--- src/rtl/tetris_input_pkg.sv ---
// tetris_input_pkg: button bit indices and operation type shared with the movement stage
package tetris_input_pkg;
  localparam int OP_W   = 5;
  localparam int RIGHT  = 0;
  localparam int LEFT   = 1;
  localparam int DOWN   = 2;
  localparam int ROTATE = 3;
  localparam int START  = 4;
  localparam int N_REP  = 3;
  typedef logic [OP_W-1:0] op_t;
  function automatic op_t drop_lr_conflict(input op_t op);
    op_t lr;
    lr = '0;
    lr[RIGHT] = 1'b1;
    lr[LEFT] = 1'b1;
    return (op[RIGHT] && op[LEFT]) ? (op & ~lr) : op;
  endfunction
endpackage

--- src/rtl/tetris_input_debounce.sv ---
// button_debounce: 2-flop synchroniser, stable-level debounce counter and press pulse
module button_debounce #(
  parameter int CYCLES = 250000
) (
  input  logic clock,
  input  logic reset,
  input  logic raw,
  output logic level,
  output logic press
);
  localparam int CW = $clog2(CYCLES + 1);
  localparam logic [CW-1:0] LAST = CW'(CYCLES - 1);
  logic [1:0] sync_q, sync_d;
  logic level_q, level_d, flip;
  logic [CW-1:0] cnt_q, cnt_d;
  always_comb begin
    sync_d = {sync_q[0], raw};
    flip = (sync_q[1] != level_q) && (cnt_q == LAST);
    cnt_d = (sync_q[1] == level_q || flip) ? '0 : cnt_q + 1'b1;
    level_d = level_q ^ flip;
    press = flip & ~level_q;
  end
  always_ff @(posedge clock) begin
    if (reset) begin
      sync_q <= '0;
      level_q <= 1'b0;
      cnt_q <= '0;
    end else begin
      sync_q <= sync_d;
      level_q <= level_d;
      cnt_q <= cnt_d;
    end
  end
  assign level = level_q;
endmodule

--- src/rtl/tetris_input.sv ---
// tetris_input: debounced buttons turned into one registered command word per video frame
module tetris_input
  import tetris_input_pkg::*;
#(
  parameter int DEBOUNCE_CYCLES = 250000,
  parameter int DAS_FRAMES      = 10,
  parameter int ARR_FRAMES      = 3
) (
  input  logic            clock,
  input  logic            reset,
  input  logic [OP_W-1:0] btn,
  input  logic            vsync,
  output logic [OP_W-1:0] operation,
  output logic            frame_strobe
);
  localparam logic [7:0] DAS = 8'(DAS_FRAMES);
  localparam logic [7:0] ARR_LAST = 8'(ARR_FRAMES - 1);
  op_t level, press, fire, pending_q, pending_d, operation_q, operation_d;
  logic [2:0] vs_q, vs_d;
  logic fall, frame_strobe_q, frame_strobe_d;
  logic [7:0] hold_q [N_REP];
  logic [7:0] hold_d [N_REP];
  logic [7:0] phase_q [N_REP];
  logic [7:0] phase_d [N_REP];
  logic unused_level;
  for (genvar g = 0; g < OP_W; g++) begin : g_btn
    button_debounce #(.CYCLES(DEBOUNCE_CYCLES)) u_db (
      .clock(clock),
      .reset(reset),
      .raw(btn[g]),
      .level(level[g]),
      .press(press[g])
    );
  end
  assign unused_level = ^level[OP_W-1:N_REP];
  // vs_q: two synchroniser stages, then the previous synchronised level
  always_comb begin
    vs_d = {vs_q[1:0], vsync};
    fall = vs_q[2] & ~vs_q[1];
    fire = '0;
    hold_d = hold_q;
    phase_d = phase_q;
    for (int i = 0; i < N_REP; i++) begin
      fire[i] = level[i] && (hold_q[i] >= DAS) && (phase_q[i] == 8'd0);
      if (!level[i]) begin
        hold_d[i] = 8'd0;
        phase_d[i] = 8'd0;
      end else if (fall) begin
        hold_d[i] = (hold_q[i] == 8'hff) ? hold_q[i] : hold_q[i] + 8'd1;
        phase_d[i] = (hold_q[i] < DAS || phase_q[i] == ARR_LAST) ? 8'd0 : phase_q[i] + 8'd1;
      end
    end
    operation_d = fall ? drop_lr_conflict(pending_q | fire) : operation_q;
    frame_strobe_d = fall;
    pending_d = fall ? press : (pending_q | press);
  end
  always_ff @(posedge clock) begin
    if (reset) begin
      vs_q <= '0;
      pending_q <= '0;
      operation_q <= '0;
      frame_strobe_q <= 1'b0;
      hold_q <= '{default: 8'd0};
      phase_q <= '{default: 8'd0};
    end else begin
      vs_q <= vs_d;
      pending_q <= pending_d;
      operation_q <= operation_d;
      frame_strobe_q <= frame_strobe_d;
      hold_q <= hold_d;
      phase_q <= phase_d;
    end
  end
  assign operation = operation_q;
  assign frame_strobe = frame_strobe_q;
endmodule

--- config.mk ---
export PLATFORM = sky130hd
export DESIGN_NAME = tetris_input
export DESIGN_NICKNAME = d
export VERILOG_FILES = /design/src/rtl/tetris_input_pkg.sv /design/src/rtl/tetris_input_debounce.sv /design/src/rtl/tetris_input.sv
export SDC_FILE = /design/constraint.sdc
export NUM_CORES = 1
export LEC_CHECK = 0
export CAP_MARGIN = 15
export CORE_UTILIZATION = 40
export CTS_CLUSTER_DIAMETER = 80
export DETAILED_ROUTE_END_ITERATION = 7
export DONT_BUFFER_PORTS = 1
export GPL_TIMING_DRIVEN = 0
export MAX_ROUTING_LAYER = met4
export SLEW_MARGIN = 0
export SYNTH_ARGS = -nofsm -noshare
export SYNTH_HDL_FRONTEND = slang
export SYNTH_SLANG_ARGS = --single-unit
export TNS_END_PERCENT = 50
--- constraint.sdc ---
create_clock -name clock -period 2.3 [get_ports clock]
set_input_delay 0.46 -clock clock [delete_from_list [all_inputs] [get_ports clock]]
set_output_delay 0.46 -clock clock [all_outputs]
set_load 0.01 [all_outputs]
==> results of run 1 <==
[path summary, 6_finish.rpt]
path | start | endpoint
worst max-delay path | g_btn[0].u_db.cnt_q[0] | g_btn[0].u_db.cnt_q[7]
worst min-delay path | btn[3] | g_btn[3].u_db.sync_q[0]
worst min register to register | g_btn[2].u_db.sync_q[0] | g_btn[2].u_db.sync_q[1]
worst max register to register | g_btn[0].u_db.cnt_q[0] | g_btn[0].u_db.cnt_q[7]
[cells in the final DEF, fill, tap and decap left out, drive strengths merged, types with 8 or more instances in the layout]
cell,n
dfxtp,167
nor2,106
nand2,62
xnor2,52
xor2,47
nand3,45
a21oi,43
nor3,39
nand4,38
clkbuf,33
inv,30
nor4,25
ha,20
buf,17
nor2b,16
or4,16
o21ai,16
and3,14
o31ai,14
or3,10
and4,8
or2,8
[per-layer routing]
layer  vias to the layer above  GRT usage  routed length (um)
met3                        15     0.0444                 555
met5                         -          -                   0
met1                      2768      0.221                7800
met4                         0     0.0544                 136
met2                        60      0.250                6590
li1                       3131          -                   -
[cell families after synthesis]
family | after synthesis
buffers and inverters | 59
adders and majority gates | 20
AOI/OAI and AO/OA | 104
DFF | 167
xor gates and xnor gates | 99
and+or+nand+nor | 419
[power by group through the flow]
stage	Combinational (mW)	Clock [mW]	Sequential [mW]
2_1_floorplan	0.0538	0	2.98
3_3_place_gp	0.0772	0	2.98
3_5_place_dp	0.0776	0	2.98
4_1_cts	0.0778	2.94	2.91
5_1_grt	0.0859	3.05	2.91
6_report	0.0760	2.83	2.91
[sequential cells by signal (all words and copies together) (netlist names), named ones only]
name               count
g_btn.u_db.cnt_q      90
hold_q                24
phase_q               24
g_btn.u_db.sync_q     10
operation              5
pending_q              5
vs_q                   3
frame_strobe           1
[per-stage QoR]
stage | cells | utilization
floorplan | 868 | -
global placement | 1102 | 0.424
detailed placement | 1102 | 0.424
CTS | 1134 | 0.456
global route | 1136 | 0.457
finish | 1136 | 0.457
[final cells by class]
type	instances	area share
diodes	2	0.000586
plain buffers	32	0.0177
flip-flops and latches	167	0.392
clock buffers	18	0.0514
clock inverters	14	0.0176
inverters	27	0.0119
multi-input cells	642	0.475
well taps	234	0.0343
[what timing repair did]
action / 4_1_cts / 5_1_grt
hold buffers: 0 / 0
resized for setup: 1 / 2
cloned: 0 / 0
endpoints found under the setup margin: 10 / 10
==> flow_summary.toml, run 1 <==
[outcome]
outcome = "complete, no violations"

[critical_path]
cp.buffers_inverters = 2
cp_data_required_time_ns = 2.62
critPathKind = "reg2reg"
crit_family = "simple AND/OR/NAND/NOR gates"
arrival_ns = 2.35
cp-start-kind = "flop"
path_depth = 7
cp_slowest_cell = "dfxtp_1"
rrSetupSlack_ns = 0.27
end_kind = "flop"
path_cells = "ha_1 -> nand3_1 -> nor4_4 -> a21o_1 -> buf_2 -> buf_2 -> nor2_1"
r2r_cells = 7
cp_common_cell = "buf_2"
critPathMaxStageDelay_ns = 0.36
worstPathMaxFanout = 10

[detailed_routing]
finalWirelength_mm = 15.1
dr.pass1.iters = 4
post-route-drc-count = 0
vias = 5974
via_per_inst = 5.26
drt-wirelength-per-cell_um = 13.3
drt-initial-drc-count = 330
antenna_left = 0

[yosys]
synthAdderAreaFrac = 0.0328
synth-seq-cells = 167
synth_top_family_by_area = "simple AND/OR/NAND/NOR gates"
yosys-top-cells-area = "dfxtp_1 (44%), xnor2_1 (6.0%), xor2_1 (5.4%)"
synth-simple-area-share = 0.292
synth-compound-area-share = 0.0906
ys_types = 60
syn_avg_cell_area_um2 = 8.79
postSynthCellCount = 868
synth_edf_count = 0
syn_area_mm2 = 0.00763
synth_most_common_cell = "dfxtp_1"
synthMuxAreaShare = 0
synthTopCellsByCount = "dfxtp_1 (167), nor2_1 (106), nand2_1 (62)"
synth_xor_xnor_area_share = 0.114
synthFlopType = "dfxtp_1"
synthArstFlopShare = 0
ys_warn_count = 0
synth_top_cell_area_share = 0.438
ys_seq_area_frac = 0.438
synth_nets = 896
synth_largest_area_cell = "dfxtp_1"

[global_routing]
grt_max_degree = 17
grt_pass1_vias = 5470
grt_overflow = 0
antenna_found_initial = 2
grt_pass1_wl_mm = 26.1
globalRouteTotalUtil = 0.168

[sta]
drv_slew = 0
period_share = 0.882
fin_ws_ns = 0.270
tightestPinTransition_ns = 0.702
relSlewSlack = 0.529
skew_ns = 0.00806
tns_ns = 0
max_freq_mhz = 493
holdWs_ns = 0.162
rsz0062_at_grt = "false"
setup_viol = 0
finalHoldViolCount = 0
timing.final.crit_period_ns = 2.03

[cells_and_area]
stdcell_area_mm2 = 0.00854
seq_area_mm2 = 0.00334
fillerInstances = 1831
syn_to_final_growth_pct = 11.9
multi_input_area_mm2 = 0.00406
finalNetCount = 915
drive_gt1_frac = 0.0767

[placed_design]
dp_hpwl_mm = 10.3
pre_cts_slack_ns = -0.0560
gp_congestion = 0.827
port_buffers = 0
dpl-instance-area_mm2 = 0.00793

[pwr]
p_per_area_mw_per_mm2 = 682
total_leakage_power_nw = 2.62
ir_drop_uv = 461
swShare = 0.216
power_frac_comb = 0.013
clockPowerShare = 0.486
intPower_mw = 4.56
switchingPower_mw = 1.26
pwr-share-seq = 0.501
design_power_total_mw = 5.82

[clocking]
cts_setup_buffers = 0
numCtsBuffers = 17
htree_num_levels = 4
clock_latency_ns = 0.43
cts.clk_slew.worst_paths_ns = 0.07
clock-sinks = 167
cts_tree = "built"
root_buffer = "clkbuf_16"
clock_path_buffers = 2

[floorplan]
die_h_um = 140
num_io_pins = 14
core.rowCount = 50
initial_core_util = 0.408
die-area_mm2 = 0.0196
die_w_um = 140
coreArea_mm2 = 0.0187

[worst_hold_path]
worstHoldPathCells = 1
hold_path_class = "in2reg"

[flow_run]
drv_cap = 0
No activity file was read; power rests on OpenSTA's default activity.
==> inputs of run 2 (changes only) <==
--- a/config.mk
+++ b/config.mk
@@ -12,6 +12,7 @@
 export DONT_BUFFER_PORTS = 1
 export GPL_TIMING_DRIVEN = 0
 export MAX_ROUTING_LAYER = met4
+export REMOVE_ABC_BUFFERS = 1
 export SLEW_MARGIN = 0
 export SYNTH_ARGS = -nofsm -noshare
 export SYNTH_HDL_FRONTEND = slang
==> constraint.sdc (replaced) <==
create_clock -name clock -period 2.56 [get_ports clock]
set_input_delay 0.128 -clock clock [delete_from_list [all_inputs] [get_ports clock]]
set_output_delay 0.128 -clock clock [all_outputs]
set_load 0.01 [all_outputs]
==> run 2 against run 1 <==
Effect of this change:
- via count down 1.7%
- die area unchanged
- first-iteration DRC count up 7.6%
- critical path type unchanged
- wire length down 4.2%
- fmax down 9.5%
- sequential power down 10%
==> flow_summary.toml, run 2 (synthesized netlist as in run 1, its figures left out) <==
[outcome]
outcome = "complete, no violations"

[placed_design]
dp_cells = 1072
gp_congestion = 0.785
dp_hpwl_mm = 9.31
pre_cts_slack_ns = 0.302
port_buffers = 0

[global_routing]
globalRouteTotalUtil = 0.165
grt_pass1_wl_mm = 26.0
grt_max_degree = 39
grt_pass1_vias = 5546
antenna_found_initial = 0
grt_overflow = 0

[flow_run]
drv_cap = 0

[detailed_routing]
dr.pass1.iters = 5
vias = 5875
post-route-drc-count = 0
antenna_left = 0
finalWirelength_mm = 14.4
via_per_inst = 5.29
drt-wirelength-per-cell_um = 13.0
drt-initial-drc-count = 355

[sta]
setup_viol = 0
rsz0062_at_grt = "false"
skew_ns = 0.00789
relSlewSlack = 0.409
timing.final.crit_period_ns = 2.24
fin_ws_ns = 0.318
max_freq_mhz = 446
period_share = 0.876
tightestPinTransition_ns = 0.886
finalHoldViolCount = 0
drv_slew = 0

[clocking]
htree_num_levels = 4
numCtsBuffers = 17
cts_setup_buffers = 0
root_buffer = "clkbuf_16"
cts.clk_slew.worst_paths_ns = 0.06
clock_path_buffers = 2
clock_latency_ns = 0.42
cts_tree = "built"
clock-sinks = 167

[cells_and_area]
fillerInstances = 1807
top_regs = "g_btn.u_db.cnt_q x90, hold_q x24, phase_q x24"
syn_to_final_growth_pct = 11.2
layout_common_cells = "dfxtp_1 (167), nor2_1 (106), nand2_1 (62)"
layout_commonest_cell = "dfxtp_1"
largest_register = "g_btn.u_db.cnt_q"
seq_area_mm2 = 0.00334
antenna_cells = 0
largest_reg_flops = 90
drive_gt1_frac = 0.0673
finalNetCount = 892
multi_input_area_mm2 = 0.00404
finalNonFillerCells = 1111

[floorplan]
die_h_um = 140
coreArea_mm2 = 0.0187
num_io_pins = 14
die-area_mm2 = 0.0196
die_w_um = 140
initial_core_util = 0.408
core.rowCount = 50

[pwr]
ir_drop_uv = 564
total_leakage_power_nw = 2.61
p_per_area_mw_per_mm2 = 626

[critical_path]
worstPathMaxFanout = 17
cp_data_required_time_ns = 2.85
end_kind = "flop"
arrival_ns = 2.53
critPathKind = "reg2reg"
cp-start-kind = "flop"

[worst_hold_path]
hold_path_class = "in2reg"
run 2: per-layer routing:
layer | vias to the layer above | global-route usage | wire (um)
met3 | 16 | 0.0373 | 411
met4 | 0 | 0.0521 | 159
met2 | 49 | 0.252 | 6360
li1 | 3076 | - | -
met1 | 2734 | 0.215 | 7520
met5 | - | - | 0
run 2: worst paths after layout:
path / startpoint / endpoint / slack, ns / cells after the start
setup / recovery: g_btn[0].u_db.cnt_q[0] / g_btn[0].u_db.cnt_q[13] / 0.32 / 5
hold / removal: reset / pending_q[1] / 0.03 / 2
hold reg to reg: g_btn[3].u_db.sync_q[0] / g_btn[3].u_db.sync_q[1] / 0.44 / 1
setup reg to reg: g_btn[0].u_db.cnt_q[0] / g_btn[0].u_db.cnt_q[13] / 0.32 / 5
run 2: what timing repair did:
| action | CTS | global route |
|---|---|---|
| hold endpoints to repair | 40 | 0 |
| resized for setup | 0 | 0 |
| hold buffers | 7 | 0 |
| endpoints found under the setup margin | 0 | 0 |
run 2: worst max-delay path, cell delays in order (launching register included):
cell and delay [ns]:
dfxtp_1 0.36, ha_1 0.32, nand3_1 0.18, nor4_1 0.58, a21o_1 0.56, nor2_1 0.11
run 2: layout make-up:
class	instances	area share
multi-input cells	642	0.476
clock inverters	12	0.0177
inverters	27	0.0119
repair buffers	9	0.0121
clock buffers	20	0.0538
well taps	234	0.0345
flip-flops and latches	167	0.394
run 2: power by group:
group          switching, mW  internal (mW)  total (mW)
logic                 0.0419         0.0258      0.0676
registers            0.00903           2.61        2.62
clock network           1.04           1.58        2.62
total                   1.09           4.22        5.31
run 2: per-stage QoR:
| step | util | instance area, um^2 | TNS, ns | hold slack (ns) | power (mW) |
|---|---|---|---|---|---|
| 2_1_floorplan | - | 7480 | 0 | 0.197 | 2.71 |
| 3_5_place_dp | 0.417 | 7800 | 0 | 0.207 | 2.72 |
| 5_1_grt | 0.454 | 8490 | 0 | 0.0179 | 5.51 |
| 6_report | 0.454 | 8490 | 0 | 0.0250 | 5.31 |
| 4_1_cts | 0.454 | 8490 | 0 | 0.00352 | 5.39 |
| 3_3_place_gp | 0.416 | 7770 | -13.61 | 0.206 | 2.72 |
